===== config.mk =====
export PLATFORM = sky130hd
export DESIGN_NAME = pipe_ctrl_flat
export DESIGN_NICKNAME = d
export VERILOG_FILES = /design/src/rtl/pipe_defs.sv /design/src/rtl/pipe_ctrl_if.sv /design/src/rtl/hazard_det.sv /design/src/rtl/pipe_ctrl.sv /design/src/flat_wrapper.sv
export SDC_FILE = /design/constraint.sdc
export NUM_CORES = 1
export LEC_CHECK = 0
export CAP_MARGIN = 20
export CORE_MARGIN = 3
export CORE_UTILIZATION = 35
export CTS_BUF_LIST = sky130_fd_sc_hd__clkbuf_16
export CTS_CLUSTER_DIAMETER = 120
export DETAILED_ROUTE_END_ITERATION = 8
export PLACE_DENSITY_LB_ADDON = 0.05
export SYNTH_ARGS = -nofsm -noshare
export SYNTH_HDL_FRONTEND = slang
export SYNTH_HIERARCHICAL = 1
export SYNTH_SLANG_ARGS = --single-unit

===== constraint.sdc =====
create_clock -name clk -period 2.1 [get_ports clk]
set_input_delay 0.42 -clock clk [delete_from_list [all_inputs] [get_ports clk]]
set_output_delay 0.42 -clock clk [all_outputs]
set_load 0.1 [all_outputs]

===== src/rtl/pipe_defs.sv =====
// Shared definitions for the pipeline hazard and redirect controller:
// FSM state encodings, trap kinds and default widths.
package pipe_defs;

   localparam int XLEN_DEF  = 32;
   localparam int CNT_W_DEF = 32;
   localparam int REG_IDX_W = 5;

   localparam logic [1:0] ST_RUN   = 2'd0;
   localparam logic [1:0] ST_DRAIN = 2'd1;
   localparam logic [1:0] ST_REDIR = 2'd2;

   typedef enum logic {
      KIND_TRAP = 1'b0,
      KIND_MRET = 1'b1
   } wb_kind_e;

endpackage


===== src/rtl/pipe_ctrl_if.sv =====
// Bundle between the pipeline stage registers and the hazard/redirect controller.
// The master side is the controller; the slave side is the pipeline.
interface pipe_ctrl_if #(
   parameter int XLEN  = pipe_defs::XLEN_DEF,
   parameter int CNT_W = pipe_defs::CNT_W_DEF
);
   import pipe_defs::*;

   logic                 id_valid_i;
   logic                 id_rs1_ren_i;
   logic [REG_IDX_W-1:0] id_rs1_idx_i;
   logic                 id_rs2_ren_i;
   logic [REG_IDX_W-1:0] id_rs2_idx_i;
   logic                 ex_valid_i;
   logic                 ex_is_load_i;
   logic                 ex_rd_wen_i;
   logic [REG_IDX_W-1:0] ex_rd_idx_i;
   logic                 ex_br_taken_i;
   logic [XLEN-1:0]      ex_br_target_i;
   logic                 wb_valid_i;
   logic                 wb_excp_i;
   logic                 wb_mret_i;
   logic                 mem_busy_i;
   logic [XLEN-1:0]      csr_mtvec_i;
   logic [XLEN-1:0]      csr_mepc_i;

   logic                 if_stall_o;
   logic                 id_stall_o;
   logic                 ex_bubble_o;
   logic                 flush_if_o;
   logic                 flush_id_o;
   logic                 flush_ex_o;
   logic                 flush_mem_o;
   logic                 redirect_o;
   logic [XLEN-1:0]      redirect_pc_o;
   logic                 trap_take_o;
   logic                 mret_take_o;
   logic [1:0]           state_o;
   logic [CNT_W-1:0]     stall_cnt_o;
   logic [CNT_W-1:0]     trap_cnt_o;

   modport master (
      input  id_valid_i, id_rs1_ren_i, id_rs1_idx_i, id_rs2_ren_i, id_rs2_idx_i,
      input  ex_valid_i, ex_is_load_i, ex_rd_wen_i, ex_rd_idx_i,
      input  ex_br_taken_i, ex_br_target_i,
      input  wb_valid_i, wb_excp_i, wb_mret_i, mem_busy_i,
      input  csr_mtvec_i, csr_mepc_i,
      output if_stall_o, id_stall_o, ex_bubble_o,
      output flush_if_o, flush_id_o, flush_ex_o, flush_mem_o,
      output redirect_o, redirect_pc_o, trap_take_o, mret_take_o,
      output state_o, stall_cnt_o, trap_cnt_o
   );

   modport slave (
      output id_valid_i, id_rs1_ren_i, id_rs1_idx_i, id_rs2_ren_i, id_rs2_idx_i,
      output ex_valid_i, ex_is_load_i, ex_rd_wen_i, ex_rd_idx_i,
      output ex_br_taken_i, ex_br_target_i,
      output wb_valid_i, wb_excp_i, wb_mret_i, mem_busy_i,
      output csr_mtvec_i, csr_mepc_i,
      input  if_stall_o, id_stall_o, ex_bubble_o,
      input  flush_if_o, flush_id_o, flush_ex_o, flush_mem_o,
      input  redirect_o, redirect_pc_o, trap_take_o, mret_take_o,
      input  state_o, stall_cnt_o, trap_cnt_o
   );

endinterface


===== src/rtl/hazard_det.sv =====
// Purely combinational load-use detector: a load in EX whose destination
// is read by the instruction in ID. Shared with the forwarding unit.
module hazard_det
   import pipe_defs::*;
(
   input  logic                 id_valid,
   input  logic                 id_rs1_ren,
   input  logic [REG_IDX_W-1:0] id_rs1_idx,
   input  logic                 id_rs2_ren,
   input  logic [REG_IDX_W-1:0] id_rs2_idx,
   input  logic                 ex_valid,
   input  logic                 ex_is_load,
   input  logic                 ex_rd_wen,
   input  logic [REG_IDX_W-1:0] ex_rd_idx,
   output logic                 load_use
);

   logic producer;
   logic rs1_hit;
   logic rs2_hit;

   // x0 is hardwired to zero, so a load targeting it never creates a hazard.
   assign producer = ex_valid & ex_is_load & ex_rd_wen & (ex_rd_idx != '0);
   assign rs1_hit  = id_rs1_ren & (id_rs1_idx == ex_rd_idx);
   assign rs2_hit  = id_rs2_ren & (id_rs2_idx == ex_rd_idx);
   assign load_use = producer & id_valid & (rs1_hit | rs2_hit);

endmodule


===== src/rtl/pipe_ctrl.sv =====
// Central hazard and redirect scheduler: load-use stalls, branch flushes,
// and a RUN/DRAIN/REDIR sequencer for trap entry and mret.
module pipe_ctrl
   import pipe_defs::*;
#(
   parameter int XLEN  = XLEN_DEF,
   parameter int CNT_W = CNT_W_DEF
) (
   input  logic        clk,
   input  logic        rst,
   pipe_ctrl_if.master bus
);

   logic [1:0]       state;
   logic [1:0]       state_nxt;
   wb_kind_e         kind;
   wb_kind_e         kind_nxt;
   logic             load_use;
   logic             wb_event;
   logic             stall_take;
   logic             trap_fire;
   logic [CNT_W-1:0] stall_cnt;
   logic [CNT_W-1:0] trap_cnt;

   logic             if_stall;
   logic             id_stall;
   logic             ex_bubble;
   logic             flush_if;
   logic             flush_id;
   logic             flush_ex;
   logic             flush_mem;
   logic             redirect;
   logic [XLEN-1:0]  redirect_pc;
   logic             trap_take;
   logic             mret_take;

   hazard_det u_hazard_det (
      .id_valid   (bus.id_valid_i),
      .id_rs1_ren (bus.id_rs1_ren_i),
      .id_rs1_idx (bus.id_rs1_idx_i),
      .id_rs2_ren (bus.id_rs2_ren_i),
      .id_rs2_idx (bus.id_rs2_idx_i),
      .ex_valid   (bus.ex_valid_i),
      .ex_is_load (bus.ex_is_load_i),
      .ex_rd_wen  (bus.ex_rd_wen_i),
      .ex_rd_idx  (bus.ex_rd_idx_i),
      .load_use   (load_use)
   );

   assign wb_event = bus.wb_valid_i & (bus.wb_excp_i | bus.wb_mret_i);

   // Priority in RUN is WB event, then taken branch, then load-use.
   // DRAIN and REDIR keep every stage flushed until the redirect has issued.
   always_comb begin
      state_nxt   = state;
      kind_nxt    = kind;
      stall_take  = 1'b0;
      trap_fire   = 1'b0;
      if_stall    = 1'b0;
      id_stall    = 1'b0;
      ex_bubble   = 1'b0;
      flush_if    = 1'b0;
      flush_id    = 1'b0;
      flush_ex    = 1'b0;
      flush_mem   = 1'b0;
      redirect    = 1'b0;
      redirect_pc = '0;
      trap_take   = 1'b0;
      mret_take   = 1'b0;

      case (state)
         ST_RUN: begin
            if (wb_event) begin
               flush_if  = 1'b1;
               flush_id  = 1'b1;
               flush_ex  = 1'b1;
               flush_mem = 1'b1;
               if_stall  = 1'b1;
               kind_nxt  = bus.wb_excp_i ? KIND_TRAP : KIND_MRET;
               state_nxt = bus.mem_busy_i ? ST_DRAIN : ST_REDIR;
            end else if (bus.ex_br_taken_i) begin
               redirect    = 1'b1;
               redirect_pc = bus.ex_br_target_i;
               flush_if    = 1'b1;
               flush_id    = 1'b1;
            end else if (load_use) begin
               if_stall   = 1'b1;
               id_stall   = 1'b1;
               ex_bubble  = 1'b1;
               stall_take = 1'b1;
            end
         end

         ST_DRAIN: begin
            flush_if  = 1'b1;
            flush_id  = 1'b1;
            flush_ex  = 1'b1;
            flush_mem = 1'b1;
            if_stall  = 1'b1;
            if (!bus.mem_busy_i) begin
               state_nxt = ST_REDIR;
            end
         end

         ST_REDIR: begin
            flush_if    = 1'b1;
            flush_id    = 1'b1;
            flush_ex    = 1'b1;
            flush_mem   = 1'b1;
            redirect    = 1'b1;
            redirect_pc = (kind == KIND_MRET) ? bus.csr_mepc_i : bus.csr_mtvec_i;
            trap_take   = (kind == KIND_TRAP);
            mret_take   = (kind == KIND_MRET);
            trap_fire   = (kind == KIND_TRAP);
            state_nxt   = ST_RUN;
         end

         default: begin
            state_nxt = ST_RUN;
         end
      endcase
   end

   // Sequencer state and the latched trap/mret kind.
   always_ff @(posedge clk or negedge rst) begin
      if (!rst) begin
         state <= ST_RUN;
         kind  <= KIND_TRAP;
      end else begin
         state <= state_nxt;
         kind  <= kind_nxt;
      end
   end

   // Stall counter saturates so long runs stay meaningful; trap counter wraps.
   always_ff @(posedge clk or negedge rst) begin
      if (!rst) begin
         stall_cnt <= '0;
         trap_cnt  <= '0;
      end else begin
         if (stall_take && (stall_cnt != '1)) begin
            stall_cnt <= stall_cnt + 1'b1;
         end
         if (trap_fire) begin
            trap_cnt <= trap_cnt + 1'b1;
         end
      end
   end

   assign bus.if_stall_o    = if_stall;
   assign bus.id_stall_o    = id_stall;
   assign bus.ex_bubble_o   = ex_bubble;
   assign bus.flush_if_o    = flush_if;
   assign bus.flush_id_o    = flush_id;
   assign bus.flush_ex_o    = flush_ex;
   assign bus.flush_mem_o   = flush_mem;
   assign bus.redirect_o    = redirect;
   assign bus.redirect_pc_o = redirect_pc;
   assign bus.trap_take_o   = trap_take;
   assign bus.mret_take_o   = mret_take;
   assign bus.state_o       = state;
   assign bus.stall_cnt_o   = stall_cnt;
   assign bus.trap_cnt_o    = trap_cnt;

endmodule


===== src/flat_wrapper.sv =====
// flat-port wrapper written by rule: the top's interface ports become plain ports
module pipe_ctrl_flat import pipe_defs::*;
#(
   parameter int XLEN  = XLEN_DEF,
   parameter int CNT_W = CNT_W_DEF
)
  (clk, rst, bus_id_valid_i, bus_id_rs1_ren_i, bus_id_rs1_idx_i, bus_id_rs2_ren_i, bus_id_rs2_idx_i, bus_ex_valid_i, bus_ex_is_load_i, bus_ex_rd_wen_i, bus_ex_rd_idx_i, bus_ex_br_taken_i, bus_ex_br_target_i, bus_wb_valid_i, bus_wb_excp_i, bus_wb_mret_i, bus_mem_busy_i, bus_csr_mtvec_i, bus_csr_mepc_i, bus_if_stall_o, bus_id_stall_o, bus_ex_bubble_o, bus_flush_if_o, bus_flush_id_o, bus_flush_ex_o, bus_flush_mem_o, bus_redirect_o, bus_redirect_pc_o, bus_trap_take_o, bus_mret_take_o, bus_state_o, bus_stall_cnt_o, bus_trap_cnt_o);
  pipe_ctrl_if #(.XLEN(XLEN), .CNT_W(CNT_W)) bus_i ();
  input  logic clk;
  input  logic rst;
  input wire logic [$bits(bus_i.id_valid_i)-1:0] bus_id_valid_i;
  input wire logic [$bits(bus_i.id_rs1_ren_i)-1:0] bus_id_rs1_ren_i;
  input wire logic [$bits(bus_i.id_rs1_idx_i)-1:0] bus_id_rs1_idx_i;
  input wire logic [$bits(bus_i.id_rs2_ren_i)-1:0] bus_id_rs2_ren_i;
  input wire logic [$bits(bus_i.id_rs2_idx_i)-1:0] bus_id_rs2_idx_i;
  input wire logic [$bits(bus_i.ex_valid_i)-1:0] bus_ex_valid_i;
  input wire logic [$bits(bus_i.ex_is_load_i)-1:0] bus_ex_is_load_i;
  input wire logic [$bits(bus_i.ex_rd_wen_i)-1:0] bus_ex_rd_wen_i;
  input wire logic [$bits(bus_i.ex_rd_idx_i)-1:0] bus_ex_rd_idx_i;
  input wire logic [$bits(bus_i.ex_br_taken_i)-1:0] bus_ex_br_taken_i;
  input wire logic [$bits(bus_i.ex_br_target_i)-1:0] bus_ex_br_target_i;
  input wire logic [$bits(bus_i.wb_valid_i)-1:0] bus_wb_valid_i;
  input wire logic [$bits(bus_i.wb_excp_i)-1:0] bus_wb_excp_i;
  input wire logic [$bits(bus_i.wb_mret_i)-1:0] bus_wb_mret_i;
  input wire logic [$bits(bus_i.mem_busy_i)-1:0] bus_mem_busy_i;
  input wire logic [$bits(bus_i.csr_mtvec_i)-1:0] bus_csr_mtvec_i;
  input wire logic [$bits(bus_i.csr_mepc_i)-1:0] bus_csr_mepc_i;
  output wire logic [$bits(bus_i.if_stall_o)-1:0] bus_if_stall_o;
  output wire logic [$bits(bus_i.id_stall_o)-1:0] bus_id_stall_o;
  output wire logic [$bits(bus_i.ex_bubble_o)-1:0] bus_ex_bubble_o;
  output wire logic [$bits(bus_i.flush_if_o)-1:0] bus_flush_if_o;
  output wire logic [$bits(bus_i.flush_id_o)-1:0] bus_flush_id_o;
  output wire logic [$bits(bus_i.flush_ex_o)-1:0] bus_flush_ex_o;
  output wire logic [$bits(bus_i.flush_mem_o)-1:0] bus_flush_mem_o;
  output wire logic [$bits(bus_i.redirect_o)-1:0] bus_redirect_o;
  output wire logic [$bits(bus_i.redirect_pc_o)-1:0] bus_redirect_pc_o;
  output wire logic [$bits(bus_i.trap_take_o)-1:0] bus_trap_take_o;
  output wire logic [$bits(bus_i.mret_take_o)-1:0] bus_mret_take_o;
  output wire logic [$bits(bus_i.state_o)-1:0] bus_state_o;
  output wire logic [$bits(bus_i.stall_cnt_o)-1:0] bus_stall_cnt_o;
  output wire logic [$bits(bus_i.trap_cnt_o)-1:0] bus_trap_cnt_o;
  assign bus_i.id_valid_i = bus_id_valid_i;
  assign bus_i.id_rs1_ren_i = bus_id_rs1_ren_i;
  assign bus_i.id_rs1_idx_i = bus_id_rs1_idx_i;
  assign bus_i.id_rs2_ren_i = bus_id_rs2_ren_i;
  assign bus_i.id_rs2_idx_i = bus_id_rs2_idx_i;
  assign bus_i.ex_valid_i = bus_ex_valid_i;
  assign bus_i.ex_is_load_i = bus_ex_is_load_i;
  assign bus_i.ex_rd_wen_i = bus_ex_rd_wen_i;
  assign bus_i.ex_rd_idx_i = bus_ex_rd_idx_i;
  assign bus_i.ex_br_taken_i = bus_ex_br_taken_i;
  assign bus_i.ex_br_target_i = bus_ex_br_target_i;
  assign bus_i.wb_valid_i = bus_wb_valid_i;
  assign bus_i.wb_excp_i = bus_wb_excp_i;
  assign bus_i.wb_mret_i = bus_wb_mret_i;
  assign bus_i.mem_busy_i = bus_mem_busy_i;
  assign bus_i.csr_mtvec_i = bus_csr_mtvec_i;
  assign bus_i.csr_mepc_i = bus_csr_mepc_i;
  assign bus_if_stall_o = bus_i.if_stall_o;
  assign bus_id_stall_o = bus_i.id_stall_o;
  assign bus_ex_bubble_o = bus_i.ex_bubble_o;
  assign bus_flush_if_o = bus_i.flush_if_o;
  assign bus_flush_id_o = bus_i.flush_id_o;
  assign bus_flush_ex_o = bus_i.flush_ex_o;
  assign bus_flush_mem_o = bus_i.flush_mem_o;
  assign bus_redirect_o = bus_i.redirect_o;
  assign bus_redirect_pc_o = bus_i.redirect_pc_o;
  assign bus_trap_take_o = bus_i.trap_take_o;
  assign bus_mret_take_o = bus_i.mret_take_o;
  assign bus_state_o = bus_i.state_o;
  assign bus_stall_cnt_o = bus_i.stall_cnt_o;
  assign bus_trap_cnt_o = bus_i.trap_cnt_o;
  pipe_ctrl #(.XLEN(XLEN), .CNT_W(CNT_W)) u_core (.clk(clk), .rst(rst), .bus(bus_i));
endmodule

Yosys cells after proc, flatten, opt, wreduce, memory -nomap -nowiden
Cells that the tools add are included.
{"block": "totals", "reg_bits": 67, "inputBits": 124, "out_inout_bits": 108, "word_cells": 54}
{"block": "classes", "addsub": 2, "eq_ne": 7, "muxes": 24, "n_bitwise": 11, "reduce_logical": 6}
{"op": "32-bit two-way mux", "count": 3}
{"op": "32-bit by 1-bit adder with 32-bit output, second input constant", "count": 2}
{"op": "32-bit one-hot mux with 2 select lines", "count": 1}
{"op": "32-bit inequality test, second input constant", "count": 1}
{"op": "1-bit two-way mux", "count": 12}
{"op": "5-bit equality test", "count": 2}
{"op": "1-bit bitwise AND", "count": 8}
{"op": "1-bit one-hot mux with 2 select lines", "count": 4}
{"op": "2-bit two-way mux", "count": 3}
{"op": "5-bit nonzero test", "count": 1}
{"op": "2-bit one-hot mux with 2 select lines", "count": 1}
{"op": "2-bit AND reduction", "count": 2}
{"op": "2-bit by 1-bit equality test with 1-bit output, second input constant", "count": 1}
{"op": "2-bit equality test, second input constant", "count": 1}
{"op": "2-bit logical NOT", "count": 1}
{"op": "2-bit by 1-bit inequality test with 1-bit output, second input constant", "count": 1}
{"op": "2-bit inequality test, second input constant", "count": 1}
{"op": "1-bit bitwise OR", "count": 2}
{"op": "2-bit OR reduction", "count": 1}
{"op": "1-bit logical AND", "count": 1}
{"op": "1-bit NOT", "count": 1}

Depth between registers and ports, before layout
{"block": "logic_depth", "depth_word": 10, "ltp_mapped": 10, "depth_no_buf": 10}

Cells and area by module
The synthesis kept the hierarchy.
{"mod": "pipe_ctrl", "n_inst": 1, "cells_per_inst": 367, "area_per_inst_um2": 3900.0, "seq_area_each_um2": 1676.6}
{"mod": "hazard_det", "n_inst": 1, "cells_per_inst": 18, "area_per_inst_um2": 140.1, "seq_area_each_um2": 0.0}

Worst setup path after synthesis
OpenSTA, ideal clock, no wires.
{"block": "synth_timing", "kind": "reg-to-output", "from": "reg u_core.state[0], in the netlist u_core/bus.state_o[0]", "to": "out bus_flush_if_o", "arrival_time_ns": 3.535, "required_ns": 1.680, "slack_ns": -1.855, "stages_incl_launch_ff": 6, "path_buffers": 1, "cell_sequence": "dfrtp_1 -> inv_1 -> ha_1 -> a21oi_1 -> a21oi_1 -> buf_4"}
{"block": "synth_via", "elab_chain_cells": 3, "elab_cells_between_ends": 5, "classes_between": "eq/ne: 2; mux: 1; reduce/logical: 2"}
{"item": "start, declared", "line": "pipe_ctrl.sv:14", "text": "logic [1:0] state;"}
{"item": "start signal, assigned", "line": "pipe_ctrl.sv:130", "text": "state <= state_nxt;"}
{"item": "2-bit equality test or 2-bit by 1-bit equality test with 1-bit output (tied branches)"}
{"item": "2-bit OR reduction (no line)"}
{"item": "1-bit one-hot mux with 2 select lines *"}
{"item": "end, declared", "line": "flat_wrapper.sv:31", "text": "output wire logic [$bits(bus_i.flush_if_o)-1:0] bus_flush_if_o;"}
Every way passes the cells marked *; elsewhere a longest branch is shown, timed or not.

Worst setup path in the final report
{"block": "layout_timing", "from": "in bus_ex_rd_idx_i[1]", "to": "out bus_id_stall_o"}
{"block": "layout_via", "elab_chain_cells": 8, "elab_cells_between_ends": 13, "classes_between": "eq/ne: 2; mux: 4; bitwise: 6; reduce/logical: 1"}
{"item": "start, declared", "line": "flat_wrapper.sv:19", "text": "input wire logic [$bits(bus_i.ex_rd_idx_i)-1:0] bus_ex_rd_idx_i;"}
{"item": "5-bit equality test (tied with other cells)", "line": "hazard_det.sv:24", "text": "assign rs1_hit = id_rs1_ren & (id_rs1_idx == ex_rd_idx);"}
{"item": "1-bit bitwise AND (on tied branches)", "line": "hazard_det.sv:24, hazard_det.sv:23, hazard_det.sv:25"}
{"item": "1-bit bitwise OR or 1-bit bitwise AND (tied branches)", "line": "hazard_det.sv:26", "text": "assign load_use = producer & id_valid & (rs1_hit | rs2_hit);"}
{"item": "1-bit bitwise AND *", "line": "hazard_det.sv:26"}
{"item": "net u_core.load_use", "line": "pipe_ctrl.sv:18", "text": "logic load_use;"}
{"item": "1-bit two-way mux *", "line": "pipe_ctrl.sv:86", "text": "end else if (load_use) begin"}
{"item": "1-bit two-way mux *", "line": "pipe_ctrl.sv:81", "text": "end else if (bus.ex_br_taken_i) begin"}
{"item": "1-bit two-way mux *", "line": "pipe_ctrl.sv:73", "text": "if (wb_event) begin"}
{"item": "1-bit two-way mux *", "line": "pipe_ctrl.sv:71", "text": "case (state)"}
{"item": "end, declared", "line": "flat_wrapper.sv:29", "text": "output wire logic [$bits(bus_i.id_stall_o)-1:0] bus_id_stall_o;"}
The timed path passes the listed nets; every way through them passes the cells marked *.

==> results.sh <==
export IMPL_die_height_um=113
export IMPL_fmax_mhz=399
export IMPL_final_common_cell="clkdlybuf4s50_1"
export IMPL_path_clk_slew_ns=0.06
export IMPL_final_cells=821
export IMPL_power_density_nw_per_um2=1240
export IMPL_maxCapViolations=0
export IMPL_vias_per_cell=5.16
export IMPL_ys_seq_elements=67
export IMPL_first_iter_violations=170
export IMPL_worst_pin_slew_ns=0.529
export IMPL_pin_count=232
export IMPL_min_path_type="flip-flop to flip-flop"
export IMPL_cp_data_required_time_ns=1.68
export IMPL_fin_crit_sh=1.19
export IMPL_setup_viol=77
export IMPL_die_area_um2=12900
export IMPL_drt_pass1_iter_count=4
export IMPL_drc=0
export IMPL_clock_path_buffers=2
export IMPL_syn_cell_area_um2=4040
export IMPL_grt_max_degree=35
export IMPL_ff2ff_path_depth=9
export IMPL_grt_overflow=0
export IMPL_slew_viol_final=0
export IMPL_antenna_found_initial=2
export IMPL_dp_cells=769
export IMPL_num_vias=4234
export IMPL_drt_wl_total_mm=16.3
export IMPL_port_buffers=231
export IMPL_violations="negative setup slack"
export IMPL_htreeDepth=3
export IMPL_outcome="finished, violations left"
export IMPL_rsz0062_at_grt="yes"
export IMPL_rows=38
export IMPL_slew_headroom=0.646
export IMPL_whs_ns=0.471
export IMPL_area_delta_synth_final_pct=107
export IMPL_end_kind="primary output"
export IMPL_drive_gt1_frac=0.529
export IMPL_synth_cell_types=40
export IMPL_finClkSkew_ns=0.00996
export IMPL_grt_pass1_wl_mm=25.1
export IMPL_initial_core_util=0.365
export IMPL_yosysSeqAreaShare=0.415
export IMPL_cts_tree="built"
export IMPL_grtUsageTotal=0.248
export IMPL_core_um2=11100
export IMPL_first_global_vias=4438
export IMPL_nNetsFinal=804
export IMPL_syn_mean_instance_area_um2=10.5
export IMPL_place_gp_congestion=0.881
export IMPL_cts_buffers_inserted=9
export IMPL_finalWorstSetupSlack_ns=-0.404
export IMPL_die_w_um=113
export IMPL_syn_num_nets=515
export IMPL_worstSetupStartpointType="input port"
export IMPL_cts_sinks=67
export IMPL_total_leakage_power_nw=3.75
export IMPL_synth_warnings=6
export IMPL_cp_arrival_ns=2.08
export IMPL_hpwl_mm=12.2
export IMPL_postRouteAntennaNets=0
export IMPL_cts_root_buffer="clkbuf_16"
export IMPL_critical_path_max_fanout=4
export IMPL_post_drt_wl_per_cell_um=19.9
export IMPL_mostFrequentLayoutCells="104 x clkdlybuf4s50_1, 101 x buf_4, 48 x buf_12"
export IMPL_hold_viol=0
export IMPL_insertion_delay_ns=0.33
export IMPL_min_delay_path_depth=1
export IMPL_finalCriticalPeriod_ns=2.50
export IMPL_critPathKind="input port to primary output"
export IMPL_ir_drop_mv=1.18
export IMPL_synthesis_instances=385
[worst max-delay path, stage by stage]
cell	delay, ns
buf_8	0.10
xor2_2	0.17
nor4_2	0.27
nand3_1	0.13
a221oi_2	0.28
nor2b_4	0.23
nand3_4	0.10
clkinvlp_4	0.18
buf_12	0.19
[cells by family (layout without fill, tap and decap cells)]
logic type	count (synthesis)	after routing	synth area share
buffers and inverters	23	317	0.0254
and+or+nand+nor	136	136	0.193
adders and majority gates	6	6	0.0186
DFF	67	67	0.415
other	0	2	0
xor gates and xnor gates	70	70	0.152
AOI/OAI and AO/OA	48	48	0.0988
muxes	35	35	0.0972
[Yosys cell counts, drive strengths merged]
cell type | instances | area, um^2
dfrtp | 67 | 1680
nand4b | 1 | 8.76
or2 | 3 | 18.8
or4 | 1 | 11.3
o21ai | 4 | 20.0
and4 | 6 | 52.6
nand4 | 24 | 156
a22o | 32 | 280
nor4b | 2 | 38.8
and3 | 13 | 81.3
a31oi | 2 | 12.5
a32o | 1 | 10.0
mux2i | 1 | 10.0
and2 | 6 | 37.5
buf | 8 | 46.3
nor2b | 2 | 12.5
a211oi | 1 | 20.0
clkbuf | 10 | 37.5
nor3 | 7 | 40.0
nand3b | 2 | 15.0
o21a | 1 | 7.51
nor3b | 1 | 7.51
nand3 | 28 | 140
a21oi | 5 | 25.0
nand2 | 20 | 75.1
mux2 | 34 | 383
a221oi | 2 | 23.8
xnor2 | 48 | 420
ha | 6 | 75.1
nor2 | 16 | 60.1
nand2b | 1 | 6.26
nor4 | 3 | 18.8
inv | 5 | 18.8
xor2 | 22 | 193
[state kept, by name, indices dropped and copies added, names as in the netlist]
signal and flops:
u_core/bus.state_o 2, u_core/kind 1, u_core/bus.trap_cnt_o 32, u_core/bus.stall_cnt_o 32
[timing repair]
action / 4_1_cts / 5_1_grt
endpoints found under the setup margin: 77 / 89
endpoints found under the hold margin: 9 / 0
hold buffers: 1 / 0
gates resized for setup: 87 / 32
cloned: 7 / 1
setup buffers: 18 / 15
pin swaps: 30 / 34
[cell type report]
class	instances	area [um^2]
Clock inverter	7	93.8
Timing Repair Buffer	296	3280
Fill cell	752	2710
Multi-Input combinational cell	295	2830
Clock buffer	9	225
Inverter	5	27.5
Sequential cell	67	1740
Tap cell	140	175
Antenna cell	2	5.00
[worst paths after layout]
check                                          startpoint                    endpoint  slack [ns]
max in group asynchronous                             rst   u_core/bus.stall_cnt_o[9]        0.92
worst min-delay path            u_core/bus.trap_cnt_o[19]   u_core/bus.trap_cnt_o[19]        0.47
worst min register to register  u_core/bus.trap_cnt_o[19]   u_core/bus.trap_cnt_o[19]        0.47
worst max register to register      u_core/bus.state_o[0]  u_core/bus.stall_cnt_o[20]       -0.14
worst max-delay path                   bus_ex_rd_idx_i[1]              bus_id_stall_o       -0.40
min in group asynchronous                             rst   u_core/bus.trap_cnt_o[21]        0.50
[through the flow]
| stage | TNS [ns] | instance area [um^2] | power, mW | utilization | setup WS [ns] |
|---|---|---|---|---|---|
| after detailed placement | -41.22 | 7490 | 8.36 | 0.676 | -1.13 |
| after floorplan | -14.51 | 4620 | 6.12 | - | -0.481 |
| after CTS | -15.97 | 8230 | 10.4 | 0.743 | -0.420 |
| after global routing | -25.55 | 8370 | 10.7 | 0.756 | -0.535 |
| after global placement | -37.44 | 7490 | 8.29 | 0.676 | -1.04 |
| final | -17.76 | 8370 | 10.4 | 0.756 | -0.404 |
[layer usage]
metal | up-vias | wire, um | part of all wire | track usage
met2 | 175 | 8300 | 0.51 | 0.428
met3 | 35 | 1180 | 0.072 | 0.0525
met5 | - | 0 | 0 | 0
li1 | 1990 | - | - | -
met1 | 2034 | 6180 | 0.38 | 0.295
met4 | 0 | 661 | 0.041 | 0.115
[report_power, final]
part | total (mW) | internal, mW | switching (mW) | leakage [nW]
clock | 1.59 | 1.04 | 0.552 | 0.157
sequential | 1.47 | 1.37 | 0.0941 | 0.848
combinational | 7.33 | 2.93 | 4.40 | 2.74
No activity file was read; power rests on OpenSTA's default activity.
